[src/rtl/wide_addsub_seq.sv]
// Iterative DATA_LEN-bit add/subtract built on one SLICE_LEN-bit adder slice.
// The carry between slices is held in a register, and the LSB slice is processed first.
//
//   state | meaning
//   ------+-----------------------------------------------------------
//   IDLE  | waiting for an operation, in_ready=1
//   RUN   | one slice per cycle, idx selects the slice, carry chains
//   DONE  | result held with out_valid=1 until out_ready
module wide_addsub_seq #(
  parameter int DATA_LEN  = 64,
  parameter int SLICE_LEN = 16
) (
  input  logic                clk,
  input  logic                rst_n,
  input  logic                in_valid,
  output logic                in_ready,
  input  logic [DATA_LEN-1:0] op_a,
  input  logic [DATA_LEN-1:0] op_b,
  input  logic                sub,
  input  logic                flush,
  output logic                out_valid,
  input  logic                out_ready,
  output logic [DATA_LEN-1:0] sum,
  output logic                cout,
  output logic                overflow,
  output logic                busy
);

  localparam int NSLICE = DATA_LEN / SLICE_LEN;
  localparam int IDX_W  = (NSLICE > 1) ? $clog2(NSLICE) : 1;
  localparam logic [IDX_W-1:0] LAST_IDX = IDX_W'(NSLICE - 1);

  typedef enum logic [1:0] {
    IDLE,
    RUN,
    DONE
  } state_t;

  state_t state, state_nxt;

  // Operands are stored sliced, so idx can pick out one adder slice directly.
  logic [NSLICE-1:0][SLICE_LEN-1:0] a_q, b_q, sum_q;
  logic [IDX_W-1:0]                 idx;
  logic                             carry;
  logic                             cout_q;
  logic                             ovf_q;
  logic [SLICE_LEN:0]               slice_res;
  logic                             accept;
  logic                             last_slice;

  assign accept     = in_valid && (state == IDLE) && !flush;
  assign last_slice = (state == RUN) && (idx == LAST_IDX);
  assign slice_res  = {1'b0, a_q[idx]} + {1'b0, b_q[idx]} + {{SLICE_LEN{1'b0}}, carry};

  assign in_ready  = (state == IDLE);
  assign out_valid = (state == DONE);
  assign busy      = (state != IDLE);
  assign sum       = sum_q;
  assign cout      = cout_q;
  assign overflow  = ovf_q;

  always_ff @(posedge clk or negedge rst_n) begin
    if (!rst_n) begin
      state <= IDLE;
    end else begin
      state <= state_nxt;
    end
  end

  always_comb begin
    state_nxt = state;
    unique case (state)
      IDLE:    if (in_valid)         state_nxt = RUN;
      RUN:     if (idx == LAST_IDX)  state_nxt = DONE;
      DONE:    if (out_ready)        state_nxt = IDLE;
      default:                       state_nxt = IDLE;
    endcase
    if (flush) begin
      state_nxt = IDLE;
    end
  end

  always_ff @(posedge clk or negedge rst_n) begin
    if (!rst_n) begin
      a_q    <= '0;
      b_q    <= '0;
      sum_q  <= '0;
      idx    <= '0;
      carry  <= 1'b0;
      cout_q <= 1'b0;
      ovf_q  <= 1'b0;
    end else if (flush) begin
      idx <= '0;
    end else if (accept) begin
      // Subtraction is A + ~B + 1: B is inverted once here and the +1 seeds the carry.
      a_q   <= op_a;
      b_q   <= op_b ^ {DATA_LEN{sub}};
      carry <= sub;
      idx   <= '0;
    end else if (state == RUN) begin
      sum_q[idx] <= slice_res[SLICE_LEN-1:0];
      carry      <= slice_res[SLICE_LEN];
      idx        <= idx + 1'b1;
      if (last_slice) begin
        idx    <= '0;
        cout_q <= slice_res[SLICE_LEN];
        ovf_q  <= (a_q[NSLICE-1][SLICE_LEN-1] == b_q[NSLICE-1][SLICE_LEN-1]) &&
                  (a_q[NSLICE-1][SLICE_LEN-1] != slice_res[SLICE_LEN-1]);
      end
    end
  end

endmodule

[config.mk]
export PLATFORM = sky130hd
export DESIGN_NAME = wide_addsub_seq
export DESIGN_NICKNAME = d
export VERILOG_FILES = /design/src/rtl/wide_addsub_seq.sv
export SDC_FILE = /design/constraint.sdc
export NUM_CORES = 1
export LEC_CHECK = 0
export ABC_AREA = 0
export CAP_MARGIN = 20
export CORE_ASPECT_RATIO = 1.2
export CORE_UTILIZATION = 30
export DETAILED_ROUTE_END_ITERATION = 8
export GPL_TIMING_DRIVEN = 0
export PLACE_DENSITY = 0.54
export SETUP_SLACK_MARGIN = 0.4
export SLEW_MARGIN = 25
export SYNTH_ARGS = -nofsm -noshare
export SYNTH_HDL_FRONTEND = slang
export SYNTH_SLANG_ARGS = --single-unit
export TNS_END_PERCENT = 20
[constraint.sdc]
create_clock -name clk -period 6.4 [get_ports clk]
set_input_delay 1.6 -clock clk [delete_from_list [all_inputs] [get_ports clk]]
set_output_delay 1.6 -clock clk [all_outputs]
set_load 0.05 [all_outputs]
# --- Word level (Yosys, flattened, before mapping) ---
# Index checks and enable logic that the tools add are counted.
# W data, S select, Z words.
classes:
  shift: 0
  bitwise: 3
  magnitude_cmp: 2
  reduce_logical: 15
  multipliers: 0
  add_sub_neg: 3
  div: 0
  mux: 18
  eq_ne: 8
op_table:
  columns: ["op", "count"]
  rows:
  - ["$bmux W16 S2", 2]
  - ["$bwmux W64", 1]
  - ["$xor A64 B64 Y64", 1]
  - ["$mux W16", 3]
  - ["$demux W16 S2", 1]
  - ["$add A16 B16 Y17", 1]
  - ["$add A17 B1 Y17", 1]
  - ["$mux W2", 8]
  - ["$ne A3 B2 Y1 const B", 2]
  - ["$pmux W2 S3", 1]
  - ["$reduce_and A3 Y1", 2]
  - ["$logic_and A1 B1 Y1", 5]
  - ["$eq A2 B2 Y1 const B", 2]
  - ["$reduce_and A2 Y1", 2]
  - ["$reduce_and A4 Y1", 1]
  - ["$reduce_bool A2 Y1", 2]
  - ["$lt A2 B3 Y1 const B", 1]
  - ["$ne A3 B3 Y1 const B", 1]
  - ["$reduce_bool A3 Y1", 1]
  - ["$add A2 B1 Y2 const B", 1]
  - ["$eq A2 B1 Y1 const B", 1]
  - ["$ge A2 B1 Y1 const B", 1]
  - ["$logic_not A2 Y1", 1]
  - ["$mux W1", 2]
  - ["4 further kinds", 5]
totals:
  reg_bits: 199
  output_inout_bits: 69
  romBits: 0
  mem_bits_rw: 0
  latchBits: 0
  memories: 0
  elab_cells: 66
  inputBits: 134

# --- Logic depth before layout (Yosys ltp) ---
# Gate-level depths: netlist (run 1).
logic_depth:
  word_depth: 6
  depth_mapped: 11
  ltp_nobuf: 9

# --- Worst setup path after synthesis (run 1) ---
# OpenSTA, ideal clock, no wires.
synth_timing:
  path_type: "flip-flop to flip-flop"
  start: "reg idx[0]"
  end: "reg ovf_q (netlist: overflow)"
  arrival_ps: 3527
  n_path_buf: 3
  setup_ps: 88
  slack_ps: 2785
  t_required_ps: 6312
  synth_period_minus_slack_ps: 3615
  stages_incl_launch_ff: 12
  path_cell_list: "dfrtp_1 > clkbuf_1 > buf_1 > mux4_2 > ha_1 > clkbuf_2 > nand3_1 > a2111oi_0 > o21ai_0 > and4_4 > or4_1 > a41oi_1"
synth_via:
  elab_chain_len: 6
  elab_cells_between_ends: 11
  classes_between: "2 x add/sub; 2 x eq/ne; 4 x mux; 3 x reduce/logical"
synth_rtl:
  columns: ["element", "line", "text"]
  rows:
  - ["start, declared", "43", "logic [IDX_W-1:0] idx;"]
  - ["start signal, assigned", "103", "idx <= idx + 1'b1;"]
  - ["$bmux W16 S2", "53", "assign slice_res = {1'b0, a_q[idx]} + {1'b0, b_q[idx]} + {{SLICE_LEN{1'b0}}, carry};"]
  - ["$mux W16 (implied by the code)", "53", null]
  - ["$add A16 B16 Y17", "53", null]
  - ["$add A17 B1 Y17", "53", null]
  - ["$ne A1 B1 Y1", "108", "(a_q[NSLICE-1][SLICE_LEN-1] != slice_res[SLICE_LEN-1]);"]
  - ["$logic_and A1 B1 Y1", "107", "ovf_q <= (a_q[NSLICE-1][SLICE_LEN-1] == b_q[NSLICE-1][SLICE_LEN-1]) &&"]
  - ["end signal, assigned", "107", null]
  - ["end, declared", "46", "logic ovf_q;"]
# Parallel ways exist; a longest one is shown, timed or not. The select of a mux whose other input is x is not followed.
# A chain may end at the register's enable or synchronous reset.

# --- Worst setup path in the final report (run 1) ---
# Same ends and word-level chain as after synthesis.

==> results of run 1 <==
==> cell type report <==
class | count | area share
clock buffer | 21 | 0.0373
inverter | 10 | 0.00298
sequential | 199 | 0.395
buffer | 54 | 0.0175
multi-input combinational | 556 | 0.336
clock inverter | 11 | 0.00844
timing repair buffer | 202 | 0.164
tap | 396 | 0.0393
==> synthesized netlist by cell type (2+ instances only) <==
master    number
dfrtp_1      199
nor2_1        83
a21oi_1       79
mux2_2        72
nand2_1       71
xnor2_1       71
o21ai_0       61
clkbuf_1      38
mux4_2        32
ha_1          19
buf_2         11
inv_1         10
o311ai_0       5
a211oi_1       4
a21o_1         4
a22oi_1        4
mux2i_1        4
o211ai_1       4
a31oi_1        3
clkbuf_2       3
nand3_1        3
nor2b_1        3
o21bai_1       3
xor2_1         3
a31o_2         2
buf_1          2
fa_1           2
o21a_1         2
or2_2          2
==> cells by family after synthesis <==
logic type / share of synthesized area
adders and majority gates: 0.0293
AOI/OAI and AO/OA: 0.109
xor gates and xnor gates: 0.0684
muxes: 0.166
DFF: 0.526
buffers and inverters: 0.0272
and+or+nand+nor: 0.0737
==> worst max-delay path: cells and delay by family, from the launching register on <==
kind,cells,cell delay (ns)
AO/OA/AOI/OAI,3,0.81
adder cells (fa/ha/maj),1,0.30
buffers and inverters,3,1.41
flip-flops,1,0.38
multiplexers,1,0.64
AND/OR/NAND/NOR,3,0.78
==> metrics by stage <==
step                hold WS [ns]  total power, mW  TNS (ns)  instance area (um^2)  setup WS [ns]
detailed placement         0.470             3.70         0                 12000           1.87
global placement           0.464             3.67   -977.28                 12000          -4.93
floorplan                  0.475             2.98         0                  9470           2.79
CTS                        0.486             4.77         0                 12600           1.85
finish                     0.479             4.73         0                 12600           1.98
global route               0.512             4.99         0                 12600           1.53
==> flip-flops by register name (all words and copies together), names as in the netlist <==
signal    flops
a_q          64
b_q          64
carry         1
cout          1
idx           2
overflow      1
state         2
sum          64
==> power groups by stage <==
stage / sequential (mW) / combinational [mW] / clock, mW
after floorplan: 2.17 / 0.809 / 0
after global placement: 1.74 / 1.93 / 0
after detailed placement: 1.74 / 1.95 / 0
after CTS: 1.72 / 1.96 / 1.09
after global routing: 1.76 / 2.10 / 1.14
final: 1.72 / 1.94 / 1.07
==> metal layers <==
layer / wire length [um] / global-route usage / share of wire
met2: 13800 / 0.301 / 0.51
met1: 11900 / 0.227 / 0.44
met3: 998 / 0.0234 / 0.037
met5: 0 / 0 / 0
met4: 291 / 0.0439 / 0.011
==> worst paths after layout <==
kind                         start        to  slack (ns)  cells after the start
max                         idx[0]  overflow        1.98                     11
min                        sum[36]   sum[36]        0.48                      2
max reg2reg                 idx[0]  overflow        1.98                     11
min reg2reg                sum[36]   sum[36]        0.48                      2
max in group asynchronous    rst_n   a_q[50]        4.24                      3
min in group asynchronous    rst_n   sum[26]        1.03                      1
==> impl_metrics.csv, run 1 <==
group,metric,value,unit
grt,antenna_found_initial,0,
pwr,netSwitchingPower,1.87,mW
place,dp_hpwl,21200,um
yosys,netlist.area_leader.share,0.526,
clock_network,insertion_delay,0.43,ns
place,io_buffers,200,
worst_setup_path,crit_path_max_fanout,10,
yosys,async_flop_share,1.00,
worst_setup_path,cp.required,6.74,ns
yosys,synth_top_area_cell,"dfrtp_1",
grt,grt_remaining_overflow,0,
cells_and_area,seqCellArea,4980,um^2
grt,grt_usage,0.174,
die,ioPinCount,203,
pwr,power_frac_clock,0.226,
worst_setup_path,worst_setup_path_end_kind,"flip-flop",
worst_setup_path,cp-start-kind,"flip-flop",
timing,clock.fmax,0.226,GHz
min_path,hold_class,"flip-flop to flip-flop",
grt,grt_max_degree,90,
yosys,synthesis.nets,974,
clock_network,cts.clk_slew.worst_paths,0.07,ns
pwr,intPower,2.86,mW
worst_setup_path,path_class,"flip-flop to flip-flop",
worst_setup_path,cp.arrival,4.76,ns
grt,grt_pass1_vias,7123,
grt,grt_pass1_wl,41600,um
clock_network,postCtsSetupBuffers,0,
die,die_w,164,um
clock_network,clock_sinks,199,
yosys,synth_cells,819,
timing,finalHoldViolCount,0,
drt,vias_per_cell,4.76,
drt,drt.antenna.violating_nets,0,
clock_network,cts_resized,0,
cells_and_area,n_fill_cell,3038,
cells_and_area,drive_above_1_share,0.153,
outcome,status,"complete, no violations",
cells_and_area,nets,1195,
yosys,ys_top_cells_by_area,"dfrtp_1 53%, mux2_2 8.6%, mux4_2 7.6%",
timing,finalSetupViolCount,0,
clock_network,cts_buffers,17,
pwr,comb_power_share,0.411,
timing,relSlewSlack,0.385,
yosys,synth_warnings,0,
yosys,syn_area_per_cell,11.6,um^2
worst_setup_path,cp_slowest_cell,"buf_1",
yosys,ys_seq_area_frac,0.526,
timing,finClkSkew,0.0139,ns
drt,drcViolationCount,0,
yosys,synth_area,9470,um^2
die,initial_core_util,0.308,
clock_network,cts_max_level,4,
pwr,p_leak,5.02,nW
yosys,synth.ff_latch_count,199,
yosys,synth_edf_count,0,
clock_network,holdBufCountCts,0,
place,dp.cells,1417,
timing,rsz0062_at_grt,"no",
die,rows,70,
pwr,p_per_area,375,nW/um^2
timing,tightest_slew,0.911,ns
clock_network,cts_root_buffer,"clkbuf_16",
clock_network,cts_tree,"yes",
flow_run,max_cap_violations,0,
cells_and_area,layout_common_cells,"199 x dfrtp_1, 199 x clkdlybuf4s50_1, 83 x nor2_1, 79 x a21oi_1, 72 x mux2_2",
drt,wire_per_inst,18.7,um
drt,drtIter0Drc,420,
yosys,synth-main-ff-cell,"dfrtp_1",
place,gp_congestion,0.843,
worst_setup_path,worstPathCellList,"clkbuf_1 -> buf_1 -> mux4_2 -> ha_1 -> clkbuf_2 -> nand3_1 -> a2111oi_0 -> o21ai_0 -> and4_4 -> or4_1 -> a41oi_1",
drt,drtPass1Iterations,5,
die,die-height,197,um
cells_and_area,syn2layout_area_growth,33.1,%
pwr,switching_share,0.396,
clock_network,cts.path.max_buffers,2,
yosys,synth_cell_type_count,49,
cells_and_area,n_antenna_cell,0,
pwr,p_seq_frac,0.363,
pwr,irDropWorstVdd,0.269,mV
timing,layout_min_cycle_time,4.42,ns
worst_setup_path,max_stage_delay,0.68,ns
cells_and_area,multi_input_area,4230,um^2
cells_and_area,instances_no_fill,1449,
die,dieArea,32300,um^2
timing,finalCritPeriodShare,0.691,
drt,num_vias,6902,
die,core,30700,um^2
timing,finalMaxSlewViolations,0,
drt,finalWirelength,27100,um
cells_and_area,post-route-util,0.410,
(Power assumes the default switching activity.)
==> run 2, diff against run 1 <==
- PLACE_DENSITY: 0.54 -> 0.56
- clock period: 6.4 -> 4 ns (I/O delays scaled with it)
==> run 2 against run 1 <==
Fmax rose by 23%. Global-route usage rose by 0.13 points. Flip-flop and latch count unchanged. Clock power grew 56%. Non-clock buffer count rose by 1. Power up 61%. Cell area up 0.62%. Combinational power is 65% higher. Utilization increased by 0.25 points. Critical path type unchanged. Critical endpoint is now carry. Largest power group unchanged.
==> impl_metrics.csv, run 2 (synthesized netlist as in run 1, its figures left out) <==
group,metric,value,unit
grt,grt_pass1_vias,7401,
place,gp_congestion,0.814,
cells_and_area,layout_common_cells,"199 x dfrtp_1, 199 x clkdlybuf4s50_1, 83 x nor2_1, 79 x a21oi_1, 72 x mux2_2",
timing,clock.fmax,0.279,GHz
pwr,p_per_area,600,nW/um^2
cells_and_area,syn2layout_area_growth,33.9,%
die,core,30700,um^2
place,place_area,12000,um^2
grt,antenna_found_initial,0,
grt,grt_pass1_wl,41900,um
drt,drcViolationCount,0,
cells_and_area,n_antenna_cell,0,
drt,drt.antenna.violating_nets,0,
drt,drtIter0Drc,380,
clock_network,cts_tree,"yes",
timing,setup_tns,0,ns
cells_and_area,instances_no_fill,1450,
clock_network,cts.path.max_buffers,2,
outcome,status,"complete, no violations",
clock_network,cts_max_level,4,
timing,tightest_slew,0.871,ns
timing,layout_min_cycle_time,3.58,ns
die,ioPinCount,203,
timing,fin_ws,0.415,ns
drt,wire_per_inst,18.7,um
clock_network,clock_sinks,199,
cells_and_area,drive_above_1_share,0.167,
drt,num_vias,6957,
clock_network,cts_buffers,17,
worst_setup_path,r2r-end,"carry",
cells_and_area,post-route-util,0.412,
worst_setup_path,reg2reg_depth,10,
timing,relSlewSlack,0.419,
drt,vias_per_cell,4.80,
die,die_w,164,um
place,dp_slack,-0.493,ns
drt,drtPass1Iterations,4,
timing,finalHoldViolCount,0,
timing,finClkSkew,0.0140,ns
die,rows,70,
cells_and_area,finish.instance_area,12700,um^2
clock_network,cts_root_buffer,"clkbuf_16",
place,io_buffers,200,
drt,finalWirelength,27100,um
timing,finalCritPeriodShare,0.896,
die,dieArea,32300,um^2
grt,grt_usage,0.175,
timing,rsz0062_at_grt,"yes",
cells_and_area,nets,1196,
worst_setup_path,cp.arrival,3.88,ns
worst_setup_path,cp.required,4.30,ns
worst_setup_path,timing.rr.start,"idx[0]",
worst_setup_path,path_class,"flip-flop to flip-flop",
place,dp.cells,1417,
clock_network,cts.clk_slew.worst_paths,0.08,ns
min_path,hold_class,"primary input to async pin",
worst_setup_path,cp-start-kind,"flip-flop",
timing,finalSetupViolCount,0,
timing,finalMaxSlewViolations,0,
grt,grt_remaining_overflow,0,
clock_network,insertion_delay,0.44,ns
die,initial_core_util,0.308,
place,dp_hpwl,21200,um
grt,grt_max_degree,90,
pwr,p_leak,5.06,nW
pwr,irDropWorstVdd,0.402,mV
flow_run,max_cap_violations,0,
die,die-height,197,um
worst_setup_path,worst_setup_path_end_kind,"flip-flop",
worst_setup_path,crit_path_max_fanout,8,
worst_setup_path,ff2ff_setup_slack,0.42,ns
-- run 2: changes by cell type in the layout (fill, tap and decap cells not counted), sizes merged --
cell and change:
clkinv +3, buf +1, clkbuf -2, inv -1
-- run 2: worst max path at each step --
stage          startpoint       end  depth (start not counted)
2_1_floorplan      idx[0]  overflow                         11
3_3_place_gp        rst_n   b_q[48]                          1
3_5_place_dp       idx[0]   sum[11]                          9
4_1_cts            idx[0]  overflow                         10
5_1_grt            idx[1]   sum[14]                         10
6_report           idx[0]     carry                         10
-- run 2: per-stage QoR --
stage | power (mW) | hold slack [ns]
6_report | 7.61 | 0.427
5_1_grt | 8.05 | 0.421
4_1_cts | 7.66 | 0.407
3_5_place_dp | 5.93 | 0.471
3_3_place_gp | 5.87 | 0.463
2_1_floorplan | 4.77 | 0.475
-- run 2: repair_timing --
| item | 4_1_cts | 5_1_grt |
|---|---|---|
| gates cloned | 0 | 0 |
| gates resized for setup | 19 | 7 |
| setup endpoints to repair | 46 | 39 |
| pin swaps | 1 | 0 |
| hold buffers | 0 | 0 |
| buffers inserted | 1 | 0 |
-- run 2: cell type report --
type	count	area (um^2)
Timing Repair Buffer	203	2070
Inverter	10	37.5
Tap cell	396	495
Clock inverter	13	115
Multi-Input combinational cell	556	4280
Fill cell	3055	18100
Clock buffer	19	443
Sequential cell	199	4980
Buffer	54	258
-- run 2: metal layers --
metal	GRT usage	part of all wire
met3	0.0276	0.038
met2	0.296	0.50
met4	0.0559	0.018
met1	0.228	0.44
met5	0	0
-- run 2: power by group --
part	internal, mW	switching [mW]
clock	0.834	0.832
combinational	1.25	1.94
sequential	2.48	0.262
total	4.57	3.04
-- run 2: critical path: stages, from the launching register on --
cell	delay [ns]
dfrtp_1	0.39
clkbuf_8	0.22
mux4_2	0.57
fa_1	0.47
fa_1	0.44
a21o_1	0.23
a31o_2	0.29
a31oi_2	0.18
nand2_1	0.13
a311oi_2	0.40
o31ai_1	0.13
==> run 3, diff against run 2 <==
- CORE_MARGIN: unset -> 3
- SKIP_LAST_GASP: unset -> 1
==> run 3 against run 2 <==
Critical endpoint is now sum[28]. Utilization about the same. Sequential power about the same. Cell area increased by 0.40%. Critical path type unchanged. First-iteration DRC count increased by 9.7%. Combinational power about the same. Worst setup slack improved by 0.13 ns. Final cell count unchanged. Flip-flop and latch count unchanged. Largest cell class unchanged. Sequential share of layout area decreased by 0.15 points. Clock skew increased by 0.0027 ns.
==> impl_metrics.csv, run 3 (synthesized netlist as in run 1, its figures left out) <==
group,metric,value,unit
worst_setup_path,reg2reg_depth,11,
clock_network,insertion_delay,0.45,ns
place,dp_hpwl,21400,um
cells_and_area,multi_input_area,4270,um^2
cells_and_area,post-route-util,0.413,
die,rows,70,
cells_and_area,seqCellArea,4980,um^2
clock_network,cts_tree,"yes",
timing,finalMaxSlewViolations,0,
clock_network,cts_buffers,17,
cells_and_area,n_antenna_cell,0,
cells_and_area,instances_no_fill,1450,
worst_setup_path,path_class,"flip-flop to flip-flop",
pwr,p_per_area,604,nW/um^2
timing,finalHoldViolCount,0,
drt,top_layer,"met4",
pwr,p_leak,5.08,nW
worst_setup_path,cp.arrival,3.77,ns
cells_and_area,layout_common_cells,"199 x clkdlybuf4s50_1, 198 x dfrtp_1, 83 x nor2_1, 79 x a21oi_1, 72 x mux2_2",
timing,layout_min_cycle_time,3.46,ns
worst_setup_path,r2r-end,"sum[28]",
pwr,switching_share,0.392,
drt,wl_met3,1230,um
cells_and_area,syn2layout_area_growth,34.5,%
timing,clock.fmax,0.289,GHz
grt,grt_remaining_overflow,0,
pwr,power_frac_clock,0.230,
grt,antenna_found_initial,0,
die,initial_core_util,0.307,
grt,grt_usage,0.165,
drt,drtIter0Drc,417,
drt,drtPass1Iterations,4,
worst_setup_path,timing.rr.start,"idx[0]",
grt,grt_pass1_wl,42700,um
cells_and_area,n_fill_cell,2997,
cells_and_area,finish.instance_area,12700,um^2
min_path,hold_class,"primary input to async pin",
clock_network,cts_root_buffer,"clkbuf_16",
timing,finClkSkew,0.0166,ns
drt,drt.antenna.violating_nets,0,
drt,vias_per_cell,4.81,
place,io_buffers,200,
flow_run,max_cap_violations,0,
timing,rsz0062_at_grt,"no",
die,ioPinCount,203,
die,dieArea,33700,um^2
worst_setup_path,ff2ff_setup_slack,0.54,ns
timing,finalCritPeriodShare,0.865,
pwr,p_seq_frac,0.357,
clock_network,cts_max_level,4,
drt,wire_per_inst,19.0,um
pwr,comb_power_share,0.414,
pwr,netSwitchingPower,3.02,mW
clock_network,clock_sinks,199,
die,die-height,201,um
die,core,30800,um^2
place,dp_slack,-0.432,ns
drt,dr_wl_met2,13800,um
timing,relSlewSlack,0.421,
cells_and_area,drive_above_1_share,0.168,
pwr,intPower,4.67,mW
worst_setup_path,cp-start-kind,"flip-flop",
outcome,status,"complete, no violations",
timing,tightest_slew,0.869,ns
place,gp_congestion,0.823,
pwr,irDropWorstVdd,0.458,mV
grt,grt_pass1_vias,7364,
place,dp.cells,1417,
die,die_w,168,um
worst_setup_path,worst_setup_path_end_kind,"flip-flop",
clock_network,cts.clk_slew.worst_paths,0.08,ns
worst_setup_path,cp.required,4.31,ns
cells_and_area,nets,1197,
clock_network,cts.path.max_buffers,2,
timing,fin_ws,0.541,ns
drt,wirelength_met1,12100,um
place,place_area,12000,um^2
timing,setup_tns,0,ns
cells_and_area,final_common_cell,"clkdlybuf4s50_1",
grt,grt_max_degree,86,
drt,finalWirelength,27500,um
drt,num_vias,6975,
timing,finalSetupViolCount,0,
drt,drcViolationCount,0,
worst_setup_path,crit_path_max_fanout,8,
==> run 3: cell types whose count changed in the layout (fill, tap and decap cells not counted), sizes merged <==
cell	delta
clkbuf	-5
buf	+4
bufinv	+2
clkinv	-2
inv	+1
==> run 3: worst max path at each step <==
stage                     to   start  depth (start not counted)
floorplan           overflow  idx[0]                         11
finish               sum[28]  idx[0]                         11
CTS                  sum[43]  idx[0]                          9
global route        overflow  idx[0]                         11
detailed placement   sum[43]  idx[0]                          9
global placement     b_q[48]   rst_n                          1
==> run 3: what timing repair did <==
action,in CTS,in global routing
endpoints found under the setup margin,43,33
gates resized for setup,19,17
buffers inserted,1,1
hold buffers,0,0
pin swaps,1,0
==> run 3: power by group through the flow <==
stage | Clock, mW | Sequential [mW] | Combinational (mW)
global route | 1.89 | 2.81 | 3.41
global placement | 0 | 2.78 | 3.09
floorplan | 0 | 3.48 | 1.29
finish | 1.76 | 2.74 | 3.18
CTS | 1.81 | 2.74 | 3.18
detailed placement | 0 | 2.78 | 3.13
==> run 3: metrics by stage <==
| step | hold WS [ns] | power, mW |
|---|---|---|
| after floorplan | 0.475 | 4.77 |
| after global routing | 0.433 | 8.11 |
| after global placement | 0.460 | 5.86 |
| after detailed placement | 0.470 | 5.91 |
| final | 0.436 | 7.69 |
| after CTS | 0.423 | 7.73 |
==> run 3: layout make-up <==
class,instances,share of cell area
multi-input combinational,556,0.335
buffer,54,0.0219
inverter,10,0.00295
tap,396,0.0389
clock buffer,17,0.0334
clock inverter,14,0.0130
sequential,199,0.391
timing repair buffer,204,0.163
==> run 3: per-layer routing <==
| layer | global-route usage | up-vias |
|---|---|---|
| met4 | 0.0389 | 0 |
| met3 | 0.0295 | 23 |
| met2 | 0.283 | 183 |
| met5 | 0 | - |
| li1 | - | 3315 |
| met1 | 0.217 | 3454 |
==> run 3: worst max-delay path, stage by stage (launching register included) <==
cell and delay (ns):
dfrtp_2 0.41, buf_12 0.16, mux4_2 0.55, fa_2 0.40
fa_1 0.42, a21o_1 0.24, a31o_2 0.30, a31oi_2 0.19
nand2_1 0.14, buf_4 0.18, xnor2_2 0.21, o21ai_0 0.13
